<file path="src/rtl/segment_swapchain.sv">
// Double-buffered read-segment sequencer: takes a host switch request, waits for
// its trigger, flips the active segment and counts finite repetitions to STOP.
module segment_swapchain #(
    parameter int NumSegment = 2,
    parameter int IdxWidth   = 16
) (
    input  logic                  CLK,
    input  logic                  RST_N,
    input  logic                  UPDATE,
    input  logic                  REQ_SEGMENT,
    input  logic [15:0]           REP,
    input  logic [7:0]            TRANSITION_MODE,
    input  logic [63:0]           TRANSITION_VALUE,
    input  logic [63:0]           SYS_TIME,
    input  logic [3:0]            GPIO_IN,
    input  logic [NumSegment-1:0] STEP,
    input  logic [IdxWidth-1:0]   IDX_0,
    input  logic [IdxWidth-1:0]   IDX_1,
    output logic                  SEGMENT,
    output logic                  STOP,
    output logic                  BUSY
);

    localparam logic [7:0]  ModeSyncIdx  = 8'h00;
    localparam logic [7:0]  ModeSysTime  = 8'h01;
    localparam logic [7:0]  ModeGpio     = 8'h02;
    localparam logic [15:0] RepInfinite  = 16'hFFFF;

    typedef enum logic [2:0] {
        IDLE,
        WAIT_SYNC_IDX,
        WAIT_SYS_TIME,
        WAIT_GPIO,
        RUN_FINITE
    } state_t;

    state_t        state_q, state_d;
    logic          segment_q, segment_d;
    logic          stop_q, stop_d;
    logic          busy_q, busy_d;
    logic [16:0]   loop_cnt_q, loop_cnt_d;
    logic          req_q, req_d;
    logic [15:0]   rep_q, rep_d;
    logic [7:0]    mode_q, mode_d;
    logic [63:0]   value_q, value_d;
    logic [3:0]    gpio_prev_q;

    logic          req_idx_zero;
    logic          act_idx_zero;
    logic          trigger;
    logic          loop_event;

    assign req_idx_zero = ((req_q ? IDX_1 : IDX_0) == '0);
    assign act_idx_zero = ((segment_q ? IDX_1 : IDX_0) == '0);
    assign loop_event   = STEP[segment_q] && act_idx_zero;

    always_comb begin
        trigger = 1'b0;
        case (mode_q)
            ModeSyncIdx: trigger = STEP[req_q] && req_idx_zero;
            ModeSysTime: trigger = (SYS_TIME >= value_q);
            ModeGpio:    trigger = GPIO_IN[value_q[1:0]] && !gpio_prev_q[value_q[1:0]];
            default:     trigger = 1'b0;
        endcase
    end

    // A new request always takes priority over any trigger or loop event.
    always_comb begin
        state_d    = state_q;
        segment_d  = segment_q;
        stop_d     = stop_q;
        busy_d     = busy_q;
        loop_cnt_d = loop_cnt_q;
        req_d      = req_q;
        rep_d      = rep_q;
        mode_d     = mode_q;
        value_d    = value_q;

        if (UPDATE) begin
            req_d   = REQ_SEGMENT;
            rep_d   = REP;
            mode_d  = TRANSITION_MODE;
            value_d = TRANSITION_VALUE;
            if (REP == RepInfinite) begin
                segment_d = REQ_SEGMENT;
                stop_d    = 1'b0;
                busy_d    = 1'b0;
                state_d   = IDLE;
            end else begin
                case (TRANSITION_MODE)
                    ModeSyncIdx: state_d = WAIT_SYNC_IDX;
                    ModeSysTime: state_d = WAIT_SYS_TIME;
                    ModeGpio:    state_d = WAIT_GPIO;
                    default:     state_d = IDLE;
                endcase
                if (TRANSITION_MODE <= ModeGpio) begin
                    stop_d = 1'b0;
                    busy_d = 1'b1;
                end else begin
                    busy_d = 1'b0;
                end
            end
        end else begin
            case (state_q)
                WAIT_SYNC_IDX, WAIT_SYS_TIME, WAIT_GPIO: begin
                    if (trigger) begin
                        segment_d  = req_q;
                        busy_d     = 1'b0;
                        loop_cnt_d = '0;
                        state_d    = RUN_FINITE;
                    end
                end
                RUN_FINITE: begin
                    if (loop_event) begin
                        if (loop_cnt_q == {1'b0, rep_q}) begin
                            stop_d  = 1'b1;
                            state_d = IDLE;
                        end else begin
                            loop_cnt_d = loop_cnt_q + 17'd1;
                        end
                    end
                end
                default: ;
            endcase
        end
    end

    always_ff @(posedge CLK or negedge RST_N) begin
        if (!RST_N) begin
            state_q     <= IDLE;
            segment_q   <= 1'b0;
            stop_q      <= 1'b0;
            busy_q      <= 1'b0;
            loop_cnt_q  <= '0;
            req_q       <= 1'b0;
            rep_q       <= '0;
            mode_q      <= '0;
            value_q     <= '0;
            gpio_prev_q <= '0;
        end else begin
            state_q     <= state_d;
            segment_q   <= segment_d;
            stop_q      <= stop_d;
            busy_q      <= busy_d;
            loop_cnt_q  <= loop_cnt_d;
            req_q       <= req_d;
            rep_q       <= rep_d;
            mode_q      <= mode_d;
            value_q     <= value_d;
            gpio_prev_q <= GPIO_IN;
        end
    end

    assign SEGMENT = segment_q;
    assign STOP    = stop_q;
    assign BUSY    = busy_q;

endmodule

</file>
<file path="config.mk">
export PLATFORM = sky130hd
export DESIGN_NAME = segment_swapchain
export DESIGN_NICKNAME = d
export VERILOG_FILES = /design/src/rtl/segment_swapchain.sv
export SDC_FILE = /design/constraint.sdc
export NUM_CORES = 1
export LEC_CHECK = 0
export ABC_CLOCK_PERIOD_IN_PS = 2450
export BUFFER_PORTS_ARGS = -buffer_cell sky130_fd_sc_hd__buf_2
export CORE_MARGIN = 4
export CORE_UTILIZATION = 44
export CTS_BUF_LIST = sky130_fd_sc_hd__clkbuf_4 sky130_fd_sc_hd__clkbuf_8
export CTS_CLUSTER_SIZE = 8
export DETAILED_ROUTE_END_ITERATION = 10
export GPL_TIMING_DRIVEN = 0
export HOLD_SLACK_MARGIN = 0.08
export PLACE_DENSITY_LB_ADDON = 0.3
export SLEW_MARGIN = 20
export SYNTH_ARGS = -nofsm -noshare
export SYNTH_HDL_FRONTEND = slang
export SYNTH_SLANG_ARGS = --single-unit
</file>
<file path="constraint.sdc">
create_clock -name CLK -period 2.45 [get_ports CLK]
set_input_delay 0.3675 -clock CLK [delete_from_list [all_inputs] [get_ports CLK]]
set_output_delay 0.3675 -clock CLK [all_outputs]
set_load 0.02 [all_outputs]
</file>
==> results of run 1 <==
==> stage by stage <==
| stage | util, % | instances | setup TNS (ns) |
|---|---|---|---|
| after floorplan | - | 700 | 0 |
| after global placement | 53.37 | 1079 | -93.94 |
| after detailed placement | 53.60 | 1080 | -41.02 |
| after CTS | 57.70 | 1119 | -0.2478 |
| after global routing | 59.13 | 1122 | -1.294 |
| final | 59.13 | 1122 | -0.1076 |
==> power groups by stage <==
stage | clock network (W) | registers (W) | logic [W]
3_5_place_dp | 0 | 0.00216 | 0.000793
4_1_cts | 0.00163 | 0.00212 | 0.000852
2_1_floorplan | 0 | 0.00214 | 0.000451
5_1_grt | 0.00172 | 0.00214 | 0.00100
3_3_place_gp | 0 | 0.00215 | 0.000770
6_report | 0.00159 | 0.00212 | 0.000876
==> cell type report <==
cell class,instances,area [um2]
well taps,184,230.2
plain buffers,22,90.09
repair buffers,208,1116
fillers,1326,5941
multi-input cells,490,3635
clock buffers,26,326.6
flip-flops and latches,116,2904
clock inverters,5,25.02
inverters,71,266.5
==> path summary, 6_finish.rpt <==
| check | endpoint | slack (ns) | cells past startpoint |
|---|---|---|---|
| min reg2reg | STOP | 0.50 | 1 |
| max reg2reg | SEGMENT | -0.07 | 9 |
| min | value_q[24] | 0.13 | 3 |
| max | SEGMENT | -0.07 | 9 |
| max in group asynchronous | value_q[0] | 1.30 | 3 |
| min in group asynchronous | mode_q[5] | 0.44 | 2 |
==> cell families after synthesis <==
family | share of synthesized area, %
xor+xnor | 2.273
mux | 5.272
compound gates | 13.93
simple gates | 16.31
flops | 44.32
buf+inv | 5.482
fa+ha+maj | 12.42
==> layout by cell type (no fill, tap or decap), types with 9 or more instances in the layout <==
| cell type | n |
|---|---|
| buf_2 | 196 |
| dfrtp_1 | 115 |
| nand2_1 | 101 |
| inv_1 | 66 |
| ha_1 | 58 |
| o21ai_0 | 50 |
| o21ai_1 | 42 |
| a21oi_1 | 26 |
| mux2_2 | 22 |
| clkbuf_8 | 21 |
| nand4_1 | 19 |
| nor4_1 | 18 |
| clkbuf_1 | 17 |
| nand3_1 | 15 |
| xor2_1 | 14 |
| nor2_1 | 13 |
| or3_1 | 9 |
==> routing by layer <==
metal	global-route usage, %	part of all wire [%]	routed length [um]	vias to the layer above
li1	-	-	-	2926
met1	27.31	43	7662	2782
met2	35.76	49	8725	183
met3	4.666	6.0	1063	26
met4	7.579	1.7	310	0
met5	0	0	0	-
==> registers in the layout (all words and copies together), names as in the netlist <==
signal,flops
mode_q,8
state_q,3
req_q,1
SEGMENT,1
value_q,64
BUSY,1
rep_q,16
STOP,1
loop_cnt_q,17
gpio_prev_q,4
==> critical path, stage by stage, from the launching register on <==
cell and delay, ns:
dfrtp_2 0.43, ha_4 0.21, nand2b_4 0.14, a2111oi_4 0.38
nor4b_2 0.09, or3_4 0.36, a31oi_4 0.23, a21oi_4 0.11
o21ai_2 0.15, mux2_4 0.31
==> what timing repair did <==
| action | 4_1_cts | 5_1_grt |
|---|---|---|
| setup endpoints to repair | 34 | 21 |
| resized for setup | 27 | 35 |
| hold endpoints to repair | 54 | 0 |
| hold buffers | 5 | 0 |
| pin swaps | 11 | 15 |
| buffers inserted | 5 | 2 |
| cloned | 0 | 1 |
==> impl_metrics.toml, run 1 <==
[synthesis]
synth_most_common_cell = "dfrtp_1"
ys_warn_count = 0
yosysTopAreaCell = "dfrtp_1"
yosysTopAreaCellShare_pct = 44.32
ys_ff_latch = 116
synthArstFlopShare_pct = 100.0
synth_seq_area_share_pct = 44.32
syn_nets = 959
syn-cell-area_um2 = 6550
syn_inst = 700
syn_area_per_cell_um2 = 9.357
netlist_top_cells_area = "dfrtp_1 (44%), ha_1 (12%), nand2_1 (5.8%)"
ys.flop_type = "dfrtp_1"
synth_common_cells = "dfrtp_1 (116), nand2_1 (101), inv_1 (71), ha_1 (65), o21ai_0 (51)"
synth-edff-count = 0
synth_cell_types = 51

[die]
die_area_um2 = 16900
start_util_pct = 45.07
design.core.area_um2 = 14530
row_count = 44
ios = 197
die_x_um = 130.0
die_h_um = 130.0

[sta]
hold_ws_ns = 0.1335
worst_slew_pin_slew_ns = 1.158
finalCritPeriodShare_pct = 102.8
fin_ws_ns = -0.06790
fin_crit_ns = 2.518
fmax_mhz = 397.2
finalMaxSlewViolations = 0
report.final.hold_viol_count = 0
setup_viol = 2
slew_headroom_pct = 21.80
fin_worst_skew_ns = 0.009151
rsz0062_at_grt = "yes"

[global_routing]
antenna_found_initial = 0
gr-total-overflow = 0
grt_max_degree = 67
grt_pass1_vias = 6011
grt.total_usage_pct = 21.32
grt_pass1_wl_um = 28050

[status]
violations = "negative setup slack"
status = "finished with violations"

[power_and_ir_drop]
vdd.ir_drop.worst_mv = 0.2901
p_int_w = 0.003317
p_total_w = 0.004587
power.density_nw_per_um2 = 533.8
leakage_nw = 4.132
p_comb_share_pct = 19.1
power.switching_w = 0.001270
switching_share_pct = 27.69
p_clk_share_pct = 34.6
seqPwrFrac_pct = 46.3

[route]
route.detailed.drc = 0
drt_iter0_markers = 263
wl_um = 17760
dr.pass1.iters = 4
routedWlPerCell_um = 15.83
drt-vias-per-instance = 5.274
via_count = 5917
ant_nets = 0

[place]
io_buffers = 195
dpl-instance-area_um2 = 7790
place_ws_ns = -0.6318
dp_hpwl_um = 13480
gp_congestion = 0.8382

[critical_path]
path_max_fanout = 4
worstPathArrival_ns = 2.84
cp-start-kind = "flip-flop"
end_kind = "flip-flop"
critPathLaunch = "value_q[0]"
worst_ep_required_time_ns = 2.77
path_class = "flip-flop to flip-flop"
r2r-start = "value_q[0]"

[min_path]
min_path_type = "primary input to flip-flop"
min_from = "TRANSITION_VALUE[24]"

[layout]
final_layout_size_suffix_gt1_share_pct = 33.26
syn_to_final_growth_pct = 31.19
num_antenna_cells = 0
final_nets = 1185
stdcell_area_um2 = 8593

[run]
max-cap-violations = 0

[clock_tree]
cts.clk_slew.worst_paths_ns = 0.07
cts.sinks = 116
cts_buffers = 17
clockRootBuffer = "clkbuf_8"
insertion_delay_ns = 0.44
h-tree-depth = 4
cts_tree = "done"
cts_buffer_depth = 2
Note: power is estimated with default switching activity, not from simulation.
==> run 2: changes to the inputs <==
--- a/config.mk
+++ b/config.mk
@@ -7,7 +7,6 @@
 export LEC_CHECK = 0
 export ABC_CLOCK_PERIOD_IN_PS = 2450
 export BUFFER_PORTS_ARGS = -buffer_cell sky130_fd_sc_hd__buf_2
-export CORE_MARGIN = 4
 export CORE_UTILIZATION = 44
 export CTS_BUF_LIST = sky130_fd_sc_hd__clkbuf_4 sky130_fd_sc_hd__clkbuf_8
 export CTS_CLUSTER_SIZE = 8
==> run 2 against run 1 <==
The run still ends with negative setup slack left. Setup slack gained 0.021 ns. Clock skew grew 0.0062 ns. Power grew 8.3%. Hold slack gained 0.0022 ns. Maximum frequency grew 0.84%. Cell count grew 0.36%. Non-clock buffer count grew 3. Combinational power grew 1%. Highest routed layer unchanged. Final area grew 1.4%. Die area shrank 9.0%. Core utilization grew 0.83 points. Count of clock-buffer cells in the layout shrank 4.
==> impl_metrics.toml, run 2 (synthesis gave the netlist of run 1 again) <==
[sta]
fin_crit_ns = 2.497
rsz0062_at_grt = "yes"
fin_worst_skew_ns = 0.01533
fmax_mhz = 400.5
finalMaxSlewViolations = 0
report.final.hold_viol_count = 0
worst_slew_pin_slew_ns = 0.9158
setup_viol = 8
hold_ws_ns = 0.1357
fin_ws_ns = -0.04693
finalCritPeriodShare_pct = 101.9
slew_headroom_pct = 38.95

[layout]
layout_common_cells = "buf_2 (196), dfrtp_1 (116), nand2_1 (101), inv_1 (62), ha_1 (57)"
num_antenna_cells = 0
largest_register_ffs = 64
final_nets = 1188
syn_to_final_growth_pct = 33.03
top_register = "value_q"
largestRegisters = "value_q: 64 flops, loop_cnt_q: 17 flops, rep_q: 16 flops"
final_layout_size_suffix_gt1_share_pct = 33.86
finish.utilization_pct = 59.95
final_common_cell = "buf_2"
fin_cells = 1126

[power_and_ir_drop]
leakage_nw = 4.178
p_int_w = 0.003677
vdd.ir_drop.worst_mv = 0.3106
p_comb_share_pct = 17.8
p_clk_share_pct = 39.5
power.density_nw_per_um2 = 570.3
seqPwrFrac_pct = 42.7
power.switching_w = 0.001293
switching_share_pct = 26.01

[place]
placedCellCount = 1080
place_ws_ns = -0.6249
dp_hpwl_um = 12750
gp_congestion = 0.8452
io_buffers = 195

[min_path]
min_path_type = "primary input to flip-flop"
min_from = "TRANSITION_VALUE[51]"
whs_path_depth = 3
min_to = "value_q[51]"

[critical_path]
r2r-start = "value_q[12]"
r2r_slack_ns = -0.05
worst_ep_required_time_ns = 2.76
cp_num_buf_inv = 1
path_max_fanout = 5
cp_top_family = "compound AO/OA/AOI/OAI gates"
worstPathArrival_ns = 2.81
end_kind = "flip-flop"
timing.rr.end = "SEGMENT"
cp-start-kind = "flip-flop"
cpMaxStageDelayCell = "or3_4"
path_class = "flip-flop to flip-flop"
rr_worst_depth = 10
crit_chain = "inv_2 -> ha_1 -> nand4_1 -> nor2_2 -> a221o_1 -> or3_4 -> a31oi_4 -> a21oi_4 -> o21ai_2 -> mux2_4"
slowest_delay_ns = 0.39

[clock_tree]
cts.sinks = 116
insertion_delay_ns = 0.43
h-tree-depth = 4
cts_buffer_depth = 2
cts_tree = "done"
cts.clk_slew.worst_paths_ns = 0.07
clockRootBuffer = "clkbuf_8"
cts_buffers = 17

[global_routing]
busiest_layer = "met2"
gr-total-overflow = 0
antenna_found_initial = 0
grtUsageMet2_pct = 38.85
grt_pass1_vias = 5667
gr-usage-met3_pct = 5.998
use_met1_pct = 29.48
grt_pass1_wl_um = 26970
grt_max_degree = 61
grt.total_usage_pct = 23.20

[die]
design.core.area_um2 = 14530
die_h_um = 124.0
die_area_um2 = 15380
die_x_um = 124.0
row_count = 44
start_util_pct = 45.07
ios = 197

[status]
violations = "negative setup slack"
status = "finished with violations"

[route]
drt_iter0_markers = 213
routedWlPerCell_um = 15.34
route.detailed.drc = 0
via_count = 5898
drt-vias-per-instance = 5.238
ant_nets = 0
wl_um = 17270
dr.pass1.iters = 4

[run]
max-cap-violations = 0
[run 2: changes by cell type in the layout (fill, tap and decap cells not counted), sizes merged]
cell	previous run	this run
clkbuf	45	41
clkinvlp	0	1
bufinv	0	4
buf	206	209
[run 2: worst max-delay path by stage]
stage                    end  cells after the start  slack (ns)        start
2_1_floorplan        SEGMENT                      9       0.004   value_q[0]
3_3_place_gp   loop_cnt_q[7]                     12       -0.65  SYS_TIME[0]
3_5_place_dp   loop_cnt_q[7]                     11       -0.62  SYS_TIME[7]
4_1_cts              SEGMENT                     10       -0.12   value_q[7]
5_1_grt              SEGMENT                     10       -0.15   value_q[7]
6_report             SEGMENT                     10       -0.05  value_q[12]
[run 2: per-stage QoR]
stage                     TNS, ns  power (W)  area (um2)
after floorplan                 0   0.002593        6550
after global placement     -88.12   0.002917        7756
after detailed placement   -35.61   0.002946        7790
after CTS                 -0.4357   0.004981        8511
after global routing       -1.233   0.005255        8713
final                     -0.1927   0.004969        8713
[run 2: routing by layer]
| layer | up-vias | share of wire [%] |
|---|---|---|
| met5 | - | 0 |
| met3 | 20 | 5.3 |
| met4 | 0 | 1.4 |
| met2 | 172 | 49 |
| met1 | 2780 | 44 |
| li1 | 2926 | - |
[run 2: worst register-to-register path: cells and delay by family, from the launching register on]
family | cells | cell delay [ns]
fa+ha+maj | 1 | 0.22
flops | 1 | 0.37
mux | 1 | 0.31
compound gates | 4 | 0.83
simple gates | 3 | 0.59
buf+inv | 1 | 0.06
[run 2: layout make-up]
class / instances / area (um2)
Clock inverter: 10 / 152.6
Timing Repair Buffer: 211 / 1135
Sequential cell: 116 / 2903
Buffer: 22 / 88.84
Fill cell: 1299 / 5821
Multi-Input combinational cell: 490 / 3647
Inverter: 71 / 266.5
Tap cell: 184 / 230.2
Clock buffer: 22 / 290.3
[run 2: power by group through the flow]
stage | clock (W) | combinational, W | sequential [W]
2_1_floorplan | 0 | 0.000451 | 0.00214
3_3_place_gp | 0 | 0.000766 | 0.00215
3_5_place_dp | 0 | 0.000790 | 0.00216
4_1_cts | 0.00201 | 0.000851 | 0.00212
5_1_grt | 0.00209 | 0.00102 | 0.00214
6_report | 0.00196 | 0.000885 | 0.00212
[run 2: repair_timing]
action,4_1_cts,5_1_grt
hold buffers,5,0
pin swaps,13,11
buffers inserted,6,4
cloned,0,1
gates resized for setup,35,29
endpoints found under the hold margin,60,0
endpoints found under the setup margin,32,22
